[src/rtl/ip_reg_pkg.sv]
// ============================================================================
// Module      : ip_reg_pkg
// Description : Shared FSM state encoding and default sizing for ip_reg_router.
// Revision    : 1.0 - initial release
// ============================================================================
`default_nettype none

package ip_reg_pkg;

    localparam int c_DEF_NPORTS = 8;
    localparam int c_DEF_AW     = 32;
    localparam int c_DEF_DW     = 32;
    localparam int c_DEF_TIMEOUT = 256;

    typedef enum logic [2:0] {
        IDLE   = 3'd0,
        DECODE = 3'd1,
        ISSUE  = 3'd2,
        WAIT   = 3'd3,
        RESP   = 3'd4
    } state_e;

endpackage

`default_nettype wire

[src/rtl/ip_reg_port_match.sv]
// ============================================================================
// Module      : ip_reg_port_match
// Description : Masked address compare for one downstream port.
// Revision    : 1.0 - initial release
// ============================================================================
`default_nettype none

module ip_reg_port_match #(
    parameter int AW = 32
) (
    input  logic [AW-1:0] addr_i,
    input  logic [AW-1:0] mask_i,
    input  logic [AW-1:0] value_i,
    output logic          hit_o
);

    logic w_disabled;

    // An all-ones mask parks the port rather than demanding an exact match.
    assign w_disabled = &mask_i;
    assign hit_o      = !w_disabled && ((addr_i & mask_i) == (value_i & mask_i));

endmodule

`default_nettype wire

[src/rtl/ip_reg_router.sv]
// ============================================================================
// Module      : ip_reg_router
// Description : Routes single upstream register requests to NPORTS downstream
//               ports by masked address decode (reads: lowest hit, writes:
//               broadcast). Define IP_REG_ROUTER_TIMEOUT_EN for ack timeout.
// Revision    : 1.0 - initial release
// ============================================================================
`default_nettype none

module ip_reg_router
    import ip_reg_pkg::*;
#(
    parameter int NPORTS  = c_DEF_NPORTS,
    parameter int AW      = c_DEF_AW,
    parameter int DW      = c_DEF_DW,
    parameter int TIMEOUT = c_DEF_TIMEOUT
) (
    input  logic                 clockCore,
    input  logic                 resetCore,
    input  logic                 registerSelect,
    input  logic                 registerRead,
    input  logic [AW-1:0]        registerAddress,
    input  logic [DW-1:0]        registerWriteData,
    output logic                 registerAck,
    output logic                 registerError,
    output logic [DW-1:0]        registerReadData,
    output logic                 registerBusy,
    input  logic [NPORTS*AW-1:0] portMask,
    input  logic [NPORTS*AW-1:0] portValue,
    output logic [NPORTS-1:0]    portSelect,
    output logic [NPORTS-1:0]    portRead,
    output logic [AW-1:0]        portAddress,
    output logic [DW-1:0]        portWriteData,
    input  logic [NPORTS-1:0]    portAck,
    input  logic [NPORTS-1:0]    portError,
    input  logic [NPORTS*DW-1:0] portReadData
);

    if (NPORTS < 1 || NPORTS > 16) begin : g_nports_range
        $error("ip_reg_router: NPORTS must be 1..16");
    end
    if (TIMEOUT < 2) begin : g_timeout_range
        $error("ip_reg_router: TIMEOUT must be at least 2");
    end

    state_e            state_q, state_d;
    logic [AW-1:0]     addr_q, addr_d;
    logic [DW-1:0]     wdata_q, wdata_d;
    logic              read_q, read_d;
    logic [NPORTS-1:0] target_q, target_d;
    logic [NPORTS-1:0] acked_q, acked_d;
    logic              err_q, err_d;
    logic [DW-1:0]     rdata_q, rdata_d;

    logic [NPORTS-1:0] w_hit;
    logic [NPORTS-1:0] w_lowest;
    logic [NPORTS-1:0] w_ack_tgt;
    logic              w_all_acked;
    logic              w_err_in;
    logic              w_timeout;
    logic [DW-1:0]     w_ack_data;

    for (genvar i = 0; i < NPORTS; i++) begin : g_port
        ip_reg_port_match #(
            .AW (AW)
        ) u_match (
            .addr_i  (addr_q),
            .mask_i  (portMask[i*AW +: AW]),
            .value_i (portValue[i*AW +: AW]),
            .hit_o   (w_hit[i])
        );
    end

    always_comb begin
        w_lowest = '0;
        for (int i = NPORTS - 1; i >= 0; i--) begin
            if (w_hit[i]) begin
                w_lowest    = '0;
                w_lowest[i] = 1'b1;
            end
        end
    end

    // Only acks from ports we actually selected are allowed to make progress.
    assign w_ack_tgt   = portAck & target_q;
    assign w_all_acked = ((acked_q | w_ack_tgt) == target_q);
    assign w_err_in    = |(w_ack_tgt & portError);

    always_comb begin
        w_ack_data = '0;
        for (int i = 0; i < NPORTS; i++) begin
            if (w_ack_tgt[i]) begin
                w_ack_data = w_ack_data | portReadData[i*DW +: DW];
            end
        end
    end

`ifdef IP_REG_ROUTER_TIMEOUT_EN
    localparam int c_CW = $clog2(TIMEOUT);

    logic [c_CW-1:0] count_q, count_d;

    // Counting from ISSUE makes the timeout land TIMEOUT cycles after the select pulse.
    always_comb begin
        count_d = '0;
        if (state_q == ISSUE || state_q == WAIT) begin
            count_d = count_q + 1'b1;
        end
    end

    always_ff @(posedge clockCore or negedge resetCore) begin
        if (!resetCore) begin
            count_q <= '0;
        end else begin
            count_q <= count_d;
        end
    end

    assign w_timeout = (count_q == c_CW'(TIMEOUT - 1));
`else
    assign w_timeout = 1'b0;
`endif

    always_comb begin
        state_d  = state_q;
        addr_d   = addr_q;
        wdata_d  = wdata_q;
        read_d   = read_q;
        target_d = target_q;
        acked_d  = acked_q;
        err_d    = err_q;
        rdata_d  = rdata_q;
        case (state_q)
            IDLE: begin
                acked_d = '0;
                err_d   = 1'b0;
                rdata_d = '0;
                if (registerSelect) begin
                    addr_d  = registerAddress;
                    wdata_d = registerWriteData;
                    read_d  = registerRead;
                    state_d = DECODE;
                end
            end
            DECODE: begin
                target_d = read_q ? w_lowest : w_hit;
                if (w_hit == '0) begin
                    err_d   = 1'b1;
                    rdata_d = '0;
                    state_d = RESP;
                end else begin
                    state_d = ISSUE;
                end
            end
            ISSUE: begin
                state_d = WAIT;
            end
            WAIT: begin
                acked_d = acked_q | w_ack_tgt;
                err_d   = err_q | w_err_in;
                if (read_q && (w_ack_tgt != '0)) begin
                    rdata_d = w_ack_data;
                end
                if (w_all_acked) begin
                    state_d = RESP;
                end else if (w_timeout) begin
                    acked_d = '0;
                    err_d   = 1'b1;
                    rdata_d = '0;
                    state_d = RESP;
                end
            end
            RESP: begin
                state_d = IDLE;
            end
            default: begin
                state_d = IDLE;
            end
        endcase
    end

    always_ff @(posedge clockCore or negedge resetCore) begin
        if (!resetCore) begin
            state_q  <= IDLE;
            addr_q   <= '0;
            wdata_q  <= '0;
            read_q   <= 1'b0;
            target_q <= '0;
            acked_q  <= '0;
            err_q    <= 1'b0;
            rdata_q  <= '0;
        end else begin
            state_q  <= state_d;
            addr_q   <= addr_d;
            wdata_q  <= wdata_d;
            read_q   <= read_d;
            target_q <= target_d;
            acked_q  <= acked_d;
            err_q    <= err_d;
            rdata_q  <= rdata_d;
        end
    end

    assign registerAck      = (state_q == RESP);
    assign registerError    = registerAck & err_q;
    assign registerReadData = registerAck ? rdata_q : '0;
    assign registerBusy     = (state_q != IDLE);
    assign portSelect       = (state_q == ISSUE) ? target_q : '0;
    assign portRead         = portSelect & {NPORTS{read_q}};
    assign portAddress      = addr_q;
    assign portWriteData    = wdata_q;

endmodule

`default_nettype wire
[config.mk]
export PLATFORM = sky130hd
export DESIGN_NAME = ip_reg_router
export DESIGN_NICKNAME = d
export VERILOG_FILES = /design/src/rtl/ip_reg_pkg.sv /design/src/rtl/ip_reg_port_match.sv /design/src/rtl/ip_reg_router.sv
export SDC_FILE = /design/constraint.sdc
export NUM_CORES = 1
export LEC_CHECK = 0
export CORE_AREA = 2 2 380 382
export CTS_CLUSTER_DIAMETER = 80
export DETAILED_ROUTE_END_ITERATION = 6
export DIE_AREA = 0 0 382 384
export PLACE_DENSITY = 0.38
export REMOVE_ABC_BUFFERS = 1
export SKIP_CTS_REPAIR_TIMING = 1
export SYNTH_ARGS = -nofsm -noshare
export SYNTH_HDL_FRONTEND = slang
export SYNTH_SLANG_ARGS = --single-unit
[constraint.sdc]
create_clock -name clockCore -period 4.9 [get_ports clockCore]
set_input_delay 0.98 -clock clockCore [delete_from_list [all_inputs] [get_ports clockCore]]
set_output_delay 0.98 -clock clockCore [all_outputs]
set_load 0.02 [all_outputs]
**Word-level counts from Yosys, hierarchy flattened**

Index checks and enable logic that the tools add are counted.
Widths: inputs -> output; s select.

- Output and inout port bits: 115
- Register bits: 117
- Word-level logic and storage cells: 119
- Input bits: 852

- Bitwise gates (word level): 29
- Equal/unequal tests: 17
- Reductions and logical operators: 36
- Muxes and demuxes: 29

Operators with widths:

| operator | number |
|---|---|
| $and 32x32->32 | 16 |
| $mux 32 | 11 |
| $eq 32x32->1 | 8 |
| $reduce_and 32->1 | 8 |
| $or 32x32->32 | 7 |
| $pmux 32 s3 | 1 |
| $mux 8 | 10 |
| $and 8x8->8 | 3 |
| $pmux 8 s2 | 1 |
| $pmux 3 s4 | 1 |
| $logic_and 1x1->1 | 9 |
| $mux 3 | 3 |
| $eq 8x8->1 | 1 |
| $logic_not 1->1 | 8 |
| $logic_not 8->1 | 1 |
| $ne 2x2->1 const B | 4 |
| $or 8x8->8 | 1 |
| $reduce_bool 8->1 | 1 |
| $reduce_or 8->1 | 1 |
| $eq 3x2->1 const B | 2 |
| $reduce_and 2->1 | 3 |
| $reduce_bool 3->1 | 2 |
| $eq 3x1->1 const B | 1 |
| $eq 3x3->1 const B | 1 |
| 7 further kinds | 7 |

**Logic depth before layout (Yosys ltp)**

- Depth after elaboration: 18
- Mapped depth: 10
- Depth with buffers taken out: 8

**By module**

A second synthesis with hierarchy kept.

- Cells, all modules: 1,099
- Area total of the unflattened synthesis: 10,740.3 um2

By module, submodules not included:

| module | instances | sequential area each (um2) | area each (um2) | cells an instance |
|---|---|---|---|---|
| ip_reg_router | 1 | 2,927.8 | 6,556.3 | 587 |
| ip_reg_port_match | 8 | 0.0 | 523.0 | 64 |

**Least setup slack after synthesis**

Ideal clock, no wire load.

- Path type: input port to flip-flop
- Start point: input port portMask[30]
- End point: register state_q[1]
- Slack: 1.981 ns
- Data required time: 4.776 ns
- Path buffers: 0
- Setup time: 0.124 ns
- Cell stages on the path: 7
- Arrival: 2.795 ns
- Cell sequence: nand4_1 -> nor4_1 -> a2111oi_2 -> a22o_4 -> or4_4 -> o21a_1 -> a211o_1

- Cells in the longest elaborated chain, start to end: 6
- Elaborated cells on any way between the ends: 9
- Those cells by class: 1 x eq/ne; 2 x mux; 2 x bitwise; 4 x reduce/logical

Ends and longest elaborated chain:

| element | line | RTL |
|---|---|---|
| from (decl) | ip_reg_router.sv:28 | `input logic [NPORTS*AW-1:0] portMask,` |
| $and 32x32->32 / $reduce_and 32->1 (equally long branches) | ip_reg_port_match.sv:21, ip_reg_port_match.sv:20 |  |
| $eq 32x32->1 / $logic_not 1->1 (equally long branches) | ip_reg_port_match.sv:21 | `assign hit_o = !w_disabled && ((addr_i & mask_i) == (value_i & mask_i));` |
| $logic_and 1x1->1 * | ip_reg_port_match.sv:21 |  |
| $logic_not 8->1 * | ip_reg_router.sv:147 | `if (w_hit == '0) begin` |
| $mux 3 * | ip_reg_router.sv:147 |  |
| $pmux 3 s4 * | ip_reg_router.sv:133 | `case (state_q)` |
| to (signal assigned) | ip_reg_router.sv:193 | `state_q <= state_d;` |
| to (decl) | ip_reg_router.sv:46 | `state_e state_q, state_d;` |

Every way passes the cells marked *; elsewhere a longest branch is shown, timed or not.
A chain may end at the register's enable or synchronous reset.

**Worst setup path after layout**

- Start point: register addr_q[24], in the netlist portAddress[24]
- End point: register rdata_q[2]

- Cells in the longest elaborated chain, start to end: 6
- Elaborated cells on any way between the ends: 27
- Those cells by class: 9 x eq/ne; 8 x bitwise; 10 x reduce/logical

Ends and longest elaborated chain:

| element | line | RTL |
|---|---|---|
| from (decl) | ip_reg_router.sv:47 | `logic [AW-1:0] addr_q, addr_d;` |
| from (signal assigned) | ip_reg_router.sv:194 | `addr_q <= addr_d;` |
| $and 32x32->32 | ip_reg_port_match.sv:21 |  |
| $eq 32x32->1 | ip_reg_port_match.sv:21 |  |
| $logic_and 1x1->1 | ip_reg_port_match.sv:21 |  |
| $logic_not 8->1 * | ip_reg_router.sv:147 |  |
| $ne 2x2->1 (no line) * | -- |  |
| $reduce_and 3->1 (no line) * | -- |  |
| to (signal assigned) | ip_reg_router.sv:200 | `rdata_q <= rdata_d;` |
| to (decl) | ip_reg_router.sv:53 | `logic [DW-1:0] rdata_q, rdata_d;` |

Marks and branches as above.

==> summary.log <==
qor: status.status finished clean
qor: setup_path.rr_endpoint rdata_q[2]
qor: sta.totalNegativeSetupSlack 0 ns
qor: setup_path.timing.setup.critical_path_class flop to flop
qor: drt.drtAntennaViolNets 0
qor: clock_network.worst_skew_pair.late_latency 0.49 ns
qor: global_route.grt_pass1_wl 165.2 mm
qor: place.numPortBuffers 966
qor: global_route.antenna_violations_before_repair 72
qor: floorplanning.fp.coreArea 142,800 um2
qor: yosys.postSynthAreaPerCell 9.434 um2
qor: finish.nNetsFinal 2,943
qor: yosys.ys_top_cells_by_area sky130_fd_sc_hd__dfrtp_1 27%, sky130_fd_sc_hd__xor2_1 21%, sky130_fd_sc_hd__a22oi_1 14%
qor: flow_run.number_of_maximum_capacitance_constraint_violations 0
qor: setup_path.crit_path_max_incr_delay 1.11 ns
qor: clock_network.master_cell_of_the_clock_root_buffer sky130_fd_sc_hd__clkbuf_16
qor: finish.drive_gt1_share 8.745%
qor: drt.drt-total-wl 132.5 mm
qor: yosys.mappedNetlistArea 10,690 um2
qor: sta.relSlewSlack 16.57%
qor: yosys.yosys_warnings 0
qor: power.pwr_total 6.333 mW
qor: hold_path.hp-class primary input to asynchronous set/reset pin
qor: power.power.leakage 8.487 nW
qor: place.gpl.final_weighted_congestion 0.9488
qor: drt.drt_pre_antenna_iters 5
qor: setup_path.path_cells xor2_1 -> a22oi_1 -> nand4_1 -> a2111oi_2 -> buf_4 -> a22o_4 -> o41ai_2 -> o21ai_4 -> buf_12 -> a21o_2
qor: drt.mean_number_of_vias_per_cell 3.710
qor: setup_path.critical_path.n_buffers_inverters 2
qor: yosys.netlist-cell-type-count 50
qor: yosys.proportion_of_netlist_area_held_by_the_largest_area_contributor 27.39%
qor: drt.vias 14,950
qor: sta.timing.final.crit_period 4.343 ns
qor: setup_path.r2r_slack 0.56 ns
qor: power.cellPowerDensity 270.7 nW/um2
qor: global_route.total_gr_overflow 0
qor: yosys.postSynth.topFlopCell sky130_fd_sc_hd__dfrtp_1
qor: floorplanning.starting_density_of_the_core 7.486%
qor: setup_path.critical_path_peak_fanout 32
qor: floorplanning.num_rows 139
qor: sta.post-route-period-util 88.64%
qor: clock_network.clock_pin_slew_reported_for_the_worst_setup_and_hold_paths_after_clock_tree_synthesis 0.06 ns
qor: yosys.synthCells 1,133
qor: clock_network.htree_num_levels 4
qor: setup_path.critPathLaunchType flop
qor: floorplanning.chipWidth 382 um
qor: power.vdd_ir_drop_max 0.2510 mV
qor: sta.timing.final.setup_violations 0
qor: yosys.synth_largest_area_cell sky130_fd_sc_hd__dfrtp_1
qor: clock_network.clock_buffer_depth 2
qor: sta.hold_viol 0
qor: setup_path.critical_path.slowest_cell sky130_fd_sc_hd__dfrtp_1
qor: clock_network.tritoncts_num_sinks 117
qor: yosys.synth_enable_flop_cells 0
qor: sta.tightestPinTransition 1.252 ns
qor: drt.wire_per_inst 32.88 um
qor: yosys.synth-seq-area-share 27.39%
qor: floorplanning.die_y 384 um
qor: drt.first_iter_violations 1,156
qor: global_route.pin_count_of_the_biggest_net_entering_global_routing 59
qor: floorplanning.top_level_port_count 967
qor: place.dpl.hpwl 116.3 mm
qor: sta.maxSlewViolCount 0
qor: yosys.async_sr_flop_fraction 100.0%
qor: yosys.ys_seq_elements 117
qor: global_route.globalRouteTotalUtil 17.33%
qor: finish.syn_to_final_growth 118.9%
qor: setup_path.crit_family compound AO/OA/AOI/OAI gates
qor: sta.setup_repair_after_global_routing_missed_its_margin false
qor: setup_path.cp.required 5.32 ns
qor: clock_network.tritoncts built
qor: setup_path.critPathCaptureType flop
qor: global_route.number_of_global_route_vias_before_repair 15,440
qor: clock_network.cts_made_buffers 17
qor: setup_path.ff2ff_path_depth 10
qor: floorplanning.design.die.area 146,700 um2
qor: setup_path.worst_ep_arrival_time 4.77 ns
qor: sta.finClkSkew 0.02460 ns
qor: sta.maxClockFrequency 0.2302 GHz
qor: drt.drcViolationCount 0
qor: setup_path.worst_flop_to_flop_path_startpoint portAddress[24]
## layout make-up
cell class / instances / area [um2]
fill: 16110 / 119400
timing repair buffer: 1026 / 10130
multi-input combinational: 917 / 7214
sequential: 117 / 2928
tap: 1903 / 2381
clock buffer: 19 / 442.9
clock inverter: 13 / 197.7
antenna: 23 / 57.56
inverter: 12 / 45.04
## cell usage after synthesis (13+ instances only)
| cell | instances |
|---|---|
| sky130_fd_sc_hd__buf_6 | 13 |
| sky130_fd_sc_hd__a22oi_1 | 194 |
| sky130_fd_sc_hd__a21o_1 | 31 |
| sky130_fd_sc_hd__a31oi_1 | 32 |
| sky130_fd_sc_hd__and2_1 | 44 |
| sky130_fd_sc_hd__a221oi_1 | 34 |
| sky130_fd_sc_hd__dfrtp_1 | 117 |
| sky130_fd_sc_hd__xor2_1 | 256 |
| sky130_fd_sc_hd__buf_4 | 22 |
| sky130_fd_sc_hd__a22o_1 | 33 |
| sky130_fd_sc_hd__nor3_1 | 14 |
| sky130_fd_sc_hd__mux2_2 | 65 |
| sky130_fd_sc_hd__clkbuf_1 | 40 |
| sky130_fd_sc_hd__nor2_1 | 14 |
| sky130_fd_sc_hd__nand4_1 | 97 |
| sky130_fd_sc_hd__nor4_1 | 17 |
## worst max-delay path by stage
stage | startpoint | end | slack, ns | cells after the start
floorplan | state_q[2] | portAddress[0] | 1.66 | 3
detailed placement | portValue[56] | rdata_q[2] | 0.18 | 11
global route | portAddress[24] | rdata_q[28] | 0.29 | 10
finish | portAddress[24] | rdata_q[2] | 0.56 | 10
CTS | portAddress[24] | rdata_q[2] | 0.39 | 10
global placement | portValue[56] | rdata_q[2] | 0.13 | 11
## metrics by stage
stage | hold WS [ns] | area, um2 | cells | utilization (%) | worst slack [ns]
after floorplan | 0.4410 | 10160 | 1046 | - | 1.663
after global placement | 0.4507 | 22700 | 3975 | 15.90 | 0.1281
after detailed placement | 0.4578 | 22700 | 3975 | 15.90 | 0.1833
after CTS | 0.4553 | 23340 | 4007 | 16.35 | 0.3923
after global routing | 0.4820 | 23380 | 4022 | 16.37 | 0.2920
final | 0.4621 | 23400 | 4030 | 16.39 | 0.5567
## layer usage
layer	routed length (um)	global-route usage (%)	vias up
met5	217	0	-
met4	3655	5.461	36
met3	11590	5.397	177
met2	62810	28.66	887
met1	54230	21.33	7482
li1	-	-	6371
## cell families after synthesis
logic type	after synthesis	share of synthesized area, %
xor gates and xnor gates	256	20.98
and+or+nand+nor	223	12.40
muxes	65	6.848
AOI/OAI and AO/OA	373	27.06
DFF	117	27.39
buffers and inverters	99	5.326
## placed cells by master, fill, tap and decap left out, drive strengths merged, types with 18 or more instances in the layout
master / Yosys / routed
nor4: 18 / 18
and2: 44 / 44
xor2: 256 / 256
clkdlybuf4s50: 0 / 965
a22o: 34 / 34
mux2: 65 / 65
diode: 0 / 23
buf: 45 / 61
nand4: 97 / 97
a21o: 33 / 33
a221oi: 34 / 34
clkbuf: 40 / 19
dfrtp: 117 / 117
a31oi: 32 / 32
a22oi: 195 / 195
## worst register-to-register path: stages, from the launching register on
cell and delay [ns]:
sky130_fd_sc_hd__dfrtp_1 1.11, sky130_fd_sc_hd__xor2_1 0.16, sky130_fd_sc_hd__a22oi_1 0.71, sky130_fd_sc_hd__nand4_1 0.20, sky130_fd_sc_hd__a2111oi_2 0.94, sky130_fd_sc_hd__buf_4 0.27, sky130_fd_sc_hd__a22o_4 0.15, sky130_fd_sc_hd__o41ai_2 0.14
sky130_fd_sc_hd__o21ai_4 0.18, sky130_fd_sc_hd__buf_12 0.20, sky130_fd_sc_hd__a21o_2 0.22
## flip-flops by register name, summed over array words and instances (netlist names)
| register | cells |
|---|---|
| portWriteData | 32 |
| err_q | 1 |
| read_q | 1 |
| portAddress | 32 |
| state_q | 3 |
| rdata_q | 32 |
| acked_q | 8 |
| target_q | 8 |
## power breakdown
part	internal [mW]	switching, mW	total [mW]
registers	1.10	0.536	1.64
logic	1.51	1.74	3.25
clock network	0.871	0.574	1.44
Power figures use the tool's default switching activity.
